<file path="config.mk">
export PLATFORM = sky130hd
export DESIGN_NAME = alu_cmd_sequencer
export DESIGN_NICKNAME = d
export VERILOG_FILES = /design/src/rtl/alu_seq_pkg.sv /design/src/rtl/alu_cmd_sequencer_result_serializer.sv /design/src/rtl/alu_cmd_sequencer.sv
export SDC_FILE = /design/constraint.sdc
export NUM_CORES = 1
export LEC_CHECK = 0
export ABC_AREA = 0
export CAP_MARGIN = 20
export CORE_MARGIN = 2
export CORE_UTILIZATION = 56
export DETAILED_ROUTE_END_ITERATION = 10
export PLACE_DENSITY = 0.86
export SKIP_LAST_GASP = 1
export SLEW_MARGIN = 20
export SYNTH_ARGS = -nofsm -noshare
export SYNTH_HDL_FRONTEND = slang
export SYNTH_HIERARCHICAL = 1
export SYNTH_SLANG_ARGS = --single-unit
</file>
<file path="constraint.sdc">
create_clock -name clk -period 6 [get_ports clk]
set_clock_uncertainty 0.2 [all_clocks]
set_input_delay 1.5 -clock clk [delete_from_list [all_inputs] [get_ports clk]]
set_output_delay 1.5 -clock clk [all_outputs]
set_load 0.05 [all_outputs]
</file>
<file path="src/rtl/alu_seq_pkg.sv">
// Shared definitions for the ALU command sequencer.
// Holds the FSM state type, the frame opcodes and the EXEC timeout length.
package alu_seq_pkg;

   typedef enum logic [2:0] {
      IDLE,
      GET_A,
      GET_B,
      GET_FUN,
      EXEC,
      SEND,
      GAP
   } state_t;

   localparam logic [7:0] CMD_FULL  = 8'hCC;
   localparam logic [7:0] CMD_REUSE = 8'hDD;

   localparam int EXEC_TIMEOUT = 4;

endpackage

</file>
<file path="src/rtl/alu_cmd_sequencer_result_serializer.sv">
// Shifts a captured ALU result out LSB byte first, one strobe per free transmitter slot,
// with a guard cycle after every strobe so the transmitter has time to raise tx_busy.
module result_serializer
   import alu_seq_pkg::*;
#(
   parameter int DATA_W   = 8,
   parameter int RESULT_W = 16
) (
   input  logic                clk,
   input  logic                RST,
   input  logic [RESULT_W-1:0] result,
   input  logic                load,
   input  logic                tx_busy,
   output logic [DATA_W-1:0]   tx_data,
   output logic                tx_valid,
   output logic                done
);

   localparam int NBYTES = RESULT_W / DATA_W;
   localparam int IDX_W  = (NBYTES > 1) ? $clog2(NBYTES) : 1;
   localparam logic [IDX_W-1:0] IDX_LAST = IDX_W'(NBYTES - 1);

   logic [RESULT_W-1:0] shift_q, shift_d;
   logic [IDX_W-1:0]    idx_q, idx_d;
   logic                active_q, active_d;
   logic                gap_q, gap_d;

   always_ff @(posedge clk or negedge RST) begin
      if (!RST) begin
         shift_q  <= '0;
         idx_q    <= '0;
         active_q <= 1'b0;
         gap_q    <= 1'b0;
      end else begin
         shift_q  <= shift_d;
         idx_q    <= idx_d;
         active_q <= active_d;
         gap_q    <= gap_d;
      end
   end

   // The current byte always sits in the low lane; each strobe shifts the next one down.
   always_comb begin
      tx_valid = active_q && !gap_q && !tx_busy;
      tx_data  = tx_valid ? shift_q[DATA_W-1:0] : '0;
      done     = tx_valid && (idx_q == IDX_LAST);

      shift_d  = shift_q;
      idx_d    = idx_q;
      active_d = active_q;
      gap_d    = gap_q;

      if (load) begin
         shift_d  = result;
         idx_d    = '0;
         active_d = 1'b1;
         gap_d    = 1'b0;
      end else if (tx_valid) begin
         shift_d  = shift_q >> DATA_W;
         idx_d    = idx_q + 1'b1;
         gap_d    = !done;
         active_d = !done;
      end else if (gap_q) begin
         gap_d = 1'b0;
      end
   end

endmodule

</file>
<file path="src/rtl/alu_cmd_sequencer.sv">
// Parses CMD_FULL / CMD_REUSE byte frames, drives the ALU operands and enable,
// and hands the captured result to the serializer for transmission.
module alu_cmd_sequencer
   import alu_seq_pkg::*;
#(
   parameter int DATA_W    = 8,
   parameter int OPERAND_W = 16,
   parameter int RESULT_W  = 16
) (
   input  logic                 clk,
   input  logic                 RST,
   input  logic [DATA_W-1:0]    rx_data,
   input  logic                 rx_valid,
   output logic [OPERAND_W-1:0] alu_a,
   output logic [OPERAND_W-1:0] alu_b,
   output logic [3:0]           alu_fun,
   output logic                 alu_en,
   input  logic [RESULT_W-1:0]  alu_out,
   input  logic                 alu_valid,
   output logic [DATA_W-1:0]    tx_data,
   output logic                 tx_valid,
   input  logic                 tx_busy,
   output logic                 busy,
   output logic                 err
);

   localparam int OP_BYTES = OPERAND_W / DATA_W;
   localparam int CNT_MAX  = (OP_BYTES > EXEC_TIMEOUT) ? OP_BYTES : EXEC_TIMEOUT;
   localparam int CNT_W    = $clog2(CNT_MAX) + 1;
   localparam logic [CNT_W-1:0] OP_LAST   = CNT_W'(OP_BYTES - 1);
   localparam logic [CNT_W-1:0] EXEC_LAST = CNT_W'(EXEC_TIMEOUT - 1);

   state_t               state_q, state_d;
   logic [CNT_W-1:0]     cnt_q, cnt_d;
   logic                 full_q, full_d;
   logic [OPERAND_W-1:0] shadow_a_q, shadow_a_d;
   logic [OPERAND_W-1:0] shadow_b_q, shadow_b_d;
   logic [OPERAND_W-1:0] alu_a_q, alu_a_d;
   logic [OPERAND_W-1:0] alu_b_q, alu_b_d;
   logic [3:0]           alu_fun_q, alu_fun_d;
   logic                 err_q, err_d;
   logic                 ser_load;
   logic                 ser_done;

   assign alu_a   = alu_a_q;
   assign alu_b   = alu_b_q;
   assign alu_fun = alu_fun_q;
   assign alu_en  = (state_q == EXEC);
   assign busy    = (state_q != IDLE);
   assign err     = err_q;

   always_ff @(posedge clk or negedge RST) begin
      if (!RST) begin
         state_q    <= IDLE;
         cnt_q      <= '0;
         full_q     <= 1'b0;
         shadow_a_q <= '0;
         shadow_b_q <= '0;
         alu_a_q    <= '0;
         alu_b_q    <= '0;
         alu_fun_q  <= '0;
         err_q      <= 1'b0;
      end else begin
         state_q    <= state_d;
         cnt_q      <= cnt_d;
         full_q     <= full_d;
         shadow_a_q <= shadow_a_d;
         shadow_b_q <= shadow_b_d;
         alu_a_q    <= alu_a_d;
         alu_b_q    <= alu_b_d;
         alu_fun_q  <= alu_fun_d;
         err_q      <= err_d;
      end
   end

   always_comb begin
      state_d    = state_q;
      cnt_d      = cnt_q;
      full_d     = full_q;
      shadow_a_d = shadow_a_q;
      shadow_b_d = shadow_b_q;
      alu_a_d    = alu_a_q;
      alu_b_d    = alu_b_q;
      alu_fun_d  = alu_fun_q;
      err_d      = 1'b0;
      ser_load   = 1'b0;

      unique case (state_q)
         IDLE: begin
            cnt_d = '0;
            if (rx_valid) begin
               if (rx_data == DATA_W'(CMD_FULL)) begin
                  full_d  = 1'b1;
                  state_d = GET_A;
               end else if (rx_data == DATA_W'(CMD_REUSE)) begin
                  full_d  = 1'b0;
                  state_d = GET_FUN;
               end else begin
                  err_d = 1'b1;
               end
            end
         end

         // Operand bytes arrive LSB first, so each new byte enters at the top.
         GET_A: begin
            if (rx_valid) begin
               shadow_a_d = {rx_data, shadow_a_q[OPERAND_W-1:DATA_W]};
               if (cnt_q == OP_LAST) begin
                  cnt_d   = '0;
                  state_d = GET_B;
               end else begin
                  cnt_d = cnt_q + 1'b1;
               end
            end
         end

         GET_B: begin
            if (rx_valid) begin
               shadow_b_d = {rx_data, shadow_b_q[OPERAND_W-1:DATA_W]};
               if (cnt_q == OP_LAST) begin
                  cnt_d   = '0;
                  state_d = GET_FUN;
               end else begin
                  cnt_d = cnt_q + 1'b1;
               end
            end
         end

         GET_FUN: begin
            if (rx_valid) begin
               cnt_d = '0;
               if (rx_data[DATA_W-1:4] != '0) begin
                  err_d   = 1'b1;
                  state_d = IDLE;
               end else begin
                  alu_fun_d = rx_data[3:0];
                  if (full_q) begin
                     alu_a_d = shadow_a_q;
                     alu_b_d = shadow_b_q;
                  end
                  state_d = EXEC;
               end
            end
         end

         // cnt_q counts EXEC cycles; the last allowed one without alu_valid is a timeout.
         EXEC: begin
            if (rx_valid) begin
               err_d = 1'b1;
            end
            if (alu_valid) begin
               ser_load = 1'b1;
               cnt_d    = '0;
               state_d  = SEND;
            end else if (cnt_q == EXEC_LAST) begin
               err_d   = 1'b1;
               cnt_d   = '0;
               state_d = IDLE;
            end else begin
               cnt_d = cnt_q + 1'b1;
            end
         end

         SEND: begin
            if (rx_valid) begin
               err_d = 1'b1;
            end
            if (ser_done) begin
               state_d = IDLE;
            end else if (tx_valid) begin
               state_d = GAP;
            end
         end

         GAP: begin
            if (rx_valid) begin
               err_d = 1'b1;
            end
            state_d = SEND;
         end

         default: begin
            state_d = IDLE;
         end
      endcase
   end

   result_serializer #(
      .DATA_W   (DATA_W),
      .RESULT_W (RESULT_W)
   ) u_serializer (
      .clk      (clk),
      .RST      (RST),
      .result   (alu_out),
      .load     (ser_load),
      .tx_busy  (tx_busy),
      .tx_data  (tx_data),
      .tx_valid (tx_valid),
      .done     (ser_done)
   );

endmodule

</file>
Word-level counts from Yosys, hierarchy flattened
Cells that the tools add are included.
- register bits after elaboration: 95
- latch bits: 0
- RAM bits: 0
- ROM bits: 0
- input bits: 29
- output and inout bits: 48
- logic and storage cells: 99
- memories: 0
- add/sub/neg operators: 2
- $mul: 0
- div/mod/pow operators: 0
- $lt $le $gt $ge: 0
- eq/ne operators: 20
- shift-type cells: 0
- mux-type cells: 42
- bitwise operators: 1
- reductions and logical operators: 21
- operators by type and width (cell ; number):
    $mux W3 ; 18
    $mux W16 ; 2
    $pmux W3 S7 ; 1
    $mux W1 ; 18
    $eq A8 B8 Y1 const B ; 2
    $ne A2 B2 Y1 const B ; 6
    $pmux W3 S4 ; 1
    $eq A3 B2 Y1 const B ; 3
    $eq A3 B3 Y1 const B ; 3
    $reduce_and A3 Y1 ; 3
    $reduce_and A9 Y1 ; 1
    $mux W8 ; 1
    $reduce_bool A4 Y1 ; 2
    $eq A3 B1 Y1 const B ; 2
    $ne A3 B3 Y1 const B ; 2
    $pmux W1 S4 ; 1
    $reduce_and A2 Y1 ; 2
    $reduce_and A4 Y1 ; 1
    $reduce_bool A2 Y1 ; 2
    $reduce_or A2 Y1 ; 2
    $add A3 B1 Y3 const B ; 1
    $logic_and A1 B1 Y1 ; 3
    $logic_not A1 Y1 ; 3
    $logic_not A3 Y1 ; 1
    5 further kinds ; 5

Longest topological paths before layout
- depth in word-level cells: 7
- mapped depth: 9
- mapped depth without buffers: 8

By module
Netlist, hierarchy kept.
- by module, submodules not included (module ; instances ; cells an instance ; area an instance (sq um) ; seq. area each (sq um)):
    alu_cmd_sequencer ; 1 ; 230 ; 3214.3 ; 1901.8
    result_serializer ; 1 ; 98 ; 892.1 ; 475.5

Least setup slack after synthesis
No wires, ideal clock.
- kind: input-to-output
- start: input port tx_busy
- end: output port tx_data[0]
- data arrival time: 2.650 ns
- required time: 4.300 ns
- path slack: 1.650 ns
- stages: 5
- path buffers: 2
- path through: or3b_1 > buf_6 > inv_8 > buf_12 > and2_1
- word-level cells in the longest chain between the ends: 3
- ends and longest elaborated chain (what ; line ; text):
    from (decl) ; alu_cmd_sequencer.sv:22 ; input logic tx_busy,
    $logic_not A1 Y1 ; alu_cmd_sequencer_result_serializer.sv:44 ; tx_valid = active_q && !gap_q && !tx_busy;
    $logic_and A1 B1 Y1 ; alu_cmd_sequencer_result_serializer.sv:44 ;
    via tx_valid ; alu_cmd_sequencer.sv:21 ; output logic tx_valid,
    $mux W8 ; alu_cmd_sequencer_result_serializer.sv:45 ; tx_data = tx_valid ? shift_q[DATA_W-1:0] : '0;
    to (decl) ; alu_cmd_sequencer.sv:20 ; output logic [DATA_W-1:0] tx_data,
The timed path passes the listed nets, and every way through them passes these cells.

Worst setup path in the final report
- start: input port tx_busy
- end: output port tx_data[5]
- word-level cells in the longest chain between the ends: 3
- ends and longest elaborated chain (what ; line):
    $logic_not A1 Y1 ; alu_cmd_sequencer_result_serializer.sv:44
    $logic_and A1 B1 Y1 ; alu_cmd_sequencer_result_serializer.sv:44
    $mux W8 ; alu_cmd_sequencer_result_serializer.sv:45
No other way between the ends.

==> out/qor.yml <==
worst_pin_slew_ns: 0.9945
grt_max_degree: 62
ant_nets: 0
utilization_pct: 71.14
rows: 31
cp_max_fo: 20
yosys_warnings: 6
path_common_cell: "clkdlybuf4s50_1"
clk_latency_ns: 0.36
postSynth.asyncResetShare_pct: 100.0
clockPowerShare_pct: 16.3
status: "completed"
n_antenna_cell: 0
overflow: 0
switching_power_mw: 1.049
power.total_mw: 2.622
r2r_cells: 8
drv_slew: 0
ioPinCount: 77
synthTopCellsByArea: "dfrtp_1, mux2_2, nand2_1"
htree_levels: 3
cp.arrival_ns: 3.75
wl_per_cell_um: 15.33
critPathTopFamily: "buffers and inverters"
netlist_area_sq_um: 4106
crit_cells: 5
synth_largest_area_cell: "dfrtp_1"
grt_pass1_wl_um: 12430
grt_use_total_pct: 20.38
required_ns: 4.30
postCtsResizedCells: 0
r2r-end: "state_q[0]"
nFillCells: 490
leakage_nw: 2.269
grt_pass1_vias: 2631
fin_hold_ws_ns: 0.2894
place_inst: 488
synth_common_cells: "dfrtp_1, mux2_2, nand2_1"
dpl.hpwl_um: 5225
hold_viol_final: 0
maxCapViolCount: 0
via_count: 2650
ff2ff_setup_slack_ns: 3.26
critical_path.slowest_cell: "clkdlybuf4s50_1"
setup-tns-final_ns: 0
avgSynthCellArea_sq_um: 12.52
finalCriticalPeriod_ns: 5.448
switching_share_pct: 39.99
post-route-period-util_pct: 90.79
synth-edff-count: 0
fin_area_sq_um: 5105
setup_viol: 0
cts_made_buffers: 9
drive_above_1_share_pct: 22.96
synth.distinct_cells: 48
cts_setup_buffers: 0
setup.worst_path.start: "tx_busy"
ys_seq_area_share_pct: 57.89
clock-sinks: 95
synth_seq_cells: 95
worstSetupEndpointType: "output port"
clkTransAtPathRegs_ns: 0.08
crit_chain: "clkdlybuf4s50_1, or3b_1, inv_8, and2_1, clkdlybuf4s50_1"
final_cell_count_no_fill: 504
cp-endpoint: "tx_data[5]"
dieArea_sq_um: 8034
startpoint_type: "input pin"
slew_headroom_pct: 33.70
p_int_mw: 1.573
fp.coreArea_sq_um: 7176
synth_cells: 328
synth_top_area_share_pct: 57.89
globalplace.congestion: 0.8295
synthFlopType: "dfrtp_1"
power_frac_seq_pct: 41.4
placed_area_sq_um: 4903
synth_most_common_cell: "dfrtp_1"
io_buffers: 76
multi_input_area_sq_um: 1558
clock_path_buffers: 2
start_util_pct: 57.23
ir_worst_vdd_mv: 0.3299
rsz0062_at_grt: "false"
critPathBufInv: 3
combPwrFrac_pct: 42.3
cts_tree: "built"
dp_worst_setup_slack_ns: 0.5401
dr.pass1.iters: 4
fp.dieW_um: 89.63
critPathKind: "input pin to output port"
wirelength_um: 7726
cts_root_buffer: "clkbuf_8"
drcViolationCount: 0
fin_nets: 433
syn_to_final_growth_pct: 24.31
slowest_delay_ns: 0.80
setup_slack_ns: 0.5523
clock.fmax_mhz: 183.6
via_per_inst: 5.258
drtIter0Drc: 139
seqCellArea_sq_um: 2377
hold_class: "flop to flop"
cts_hold_buffers: 0
grt_antenna_before_repair: 0
syn_nets: 361
power_density_nw_per_um2: 513.7
timing.rr.start: "u_serializer/active_q"
die_h_um: 89.63
==> sequential cells by signal, summed over array words and instances, names as in the netlist <==
register / count
alu_a: 16
u_serializer/gap_q: 1
full_q: 1
shadow_a_q: 16
alu_b: 16
u_serializer/shift_q: 16
state_q: 3
u_serializer/idx_q: 1
alu_fun: 4
err: 1
u_serializer/active_q: 1
shadow_b_q: 16
cnt_q: 3
==> layout by cell type (no fill, tap or decap), drive strengths merged, types with 2 or more instances in the layout <==
| cell | instances |
|---|---|
| clkbuf | 10 |
| ha | 4 |
| o2bb2ai | 2 |
| o22ai | 2 |
| nand2b | 2 |
| nor2b | 11 |
| dfrtp | 95 |
| inv | 16 |
| a21oi | 20 |
| xnor2 | 2 |
| nor3 | 7 |
| or4b | 2 |
| clkdlybuf4s50 | 75 |
| mux2 | 68 |
| and2 | 8 |
| nor4 | 2 |
| buf | 5 |
| o21ai | 15 |
| clkinvlp | 2 |
| nand2 | 30 |
| nor2 | 8 |
==> tightest hold or removal path, stage by stage (launching register included) <==
cell,delay [ns]
dfrtp_1,0.35
nand2_1,0.05
o21ai_0,0.06
==> cell type report <==
| class | count | share of cell area [%] |
|---|---|---|
| sequential | 95 | 46.57 |
| multi-input combinational | 201 | 30.51 |
| timing repair buffer | 80 | 15.44 |
| clock buffer | 10 | 2.500 |
| tap | 99 | 2.426 |
| clock inverter | 6 | 1.446 |
| inverter | 13 | 1.103 |
==> worst min-delay path by stage <==
stage | startpoint | end | slack, ns | cells after the start
6_report | alu_fun[0] | alu_fun[0] | 0.29 | 2
5_1_grt | u_serializer/idx_q | u_serializer/gap_q | 0.31 | 1
4_1_cts | u_serializer/idx_q | u_serializer/gap_q | 0.30 | 1
3_5_place_dp | u_serializer/idx_q | u_serializer/gap_q | 0.28 | 1
3_3_place_gp | u_serializer/active_q | u_serializer/active_q | 0.26 | 1
2_1_floorplan | u_serializer/active_q | u_serializer/active_q | 0.24 | 1
==> power by group through the flow <==
stage                     combinational (mW)  clock (mW)  sequential (mW)
after floorplan                        0.480           0             1.38
after global placement                  1.09           0             1.08
after detailed placement                1.12           0             1.09
after CTS                               1.12       0.437             1.08
after global routing                    1.19       0.461             1.12
final                                   1.11       0.427             1.09
==> cells by family after synthesis <==
kind of cell	Yosys count	synth area share, %
multiplexers	68	18.74
buffers and inverters	32	4.296
flip-flops	95	57.89
XOR/XNOR	3	0.6400
AND/OR/NAND/NOR	80	10.54
AO/OA/AOI/OAI	46	6.673
adder cells (fa/ha/maj)	4	1.219
==> layer usage <==
| metal | vias up | global-route usage, % | routed length (um) |
|---|---|---|---|
| met1 | 1300 | 28.50 | 3647 |
| li1 | 1269 | - | - |
| met2 | 68 | 30.35 | 3484 |
| met4 | 0 | 8.955 | 166 |
| met5 | - | 0 | 0 |
| met3 | 13 | 5.302 | 428 |
(Power assumes the default switching activity.)
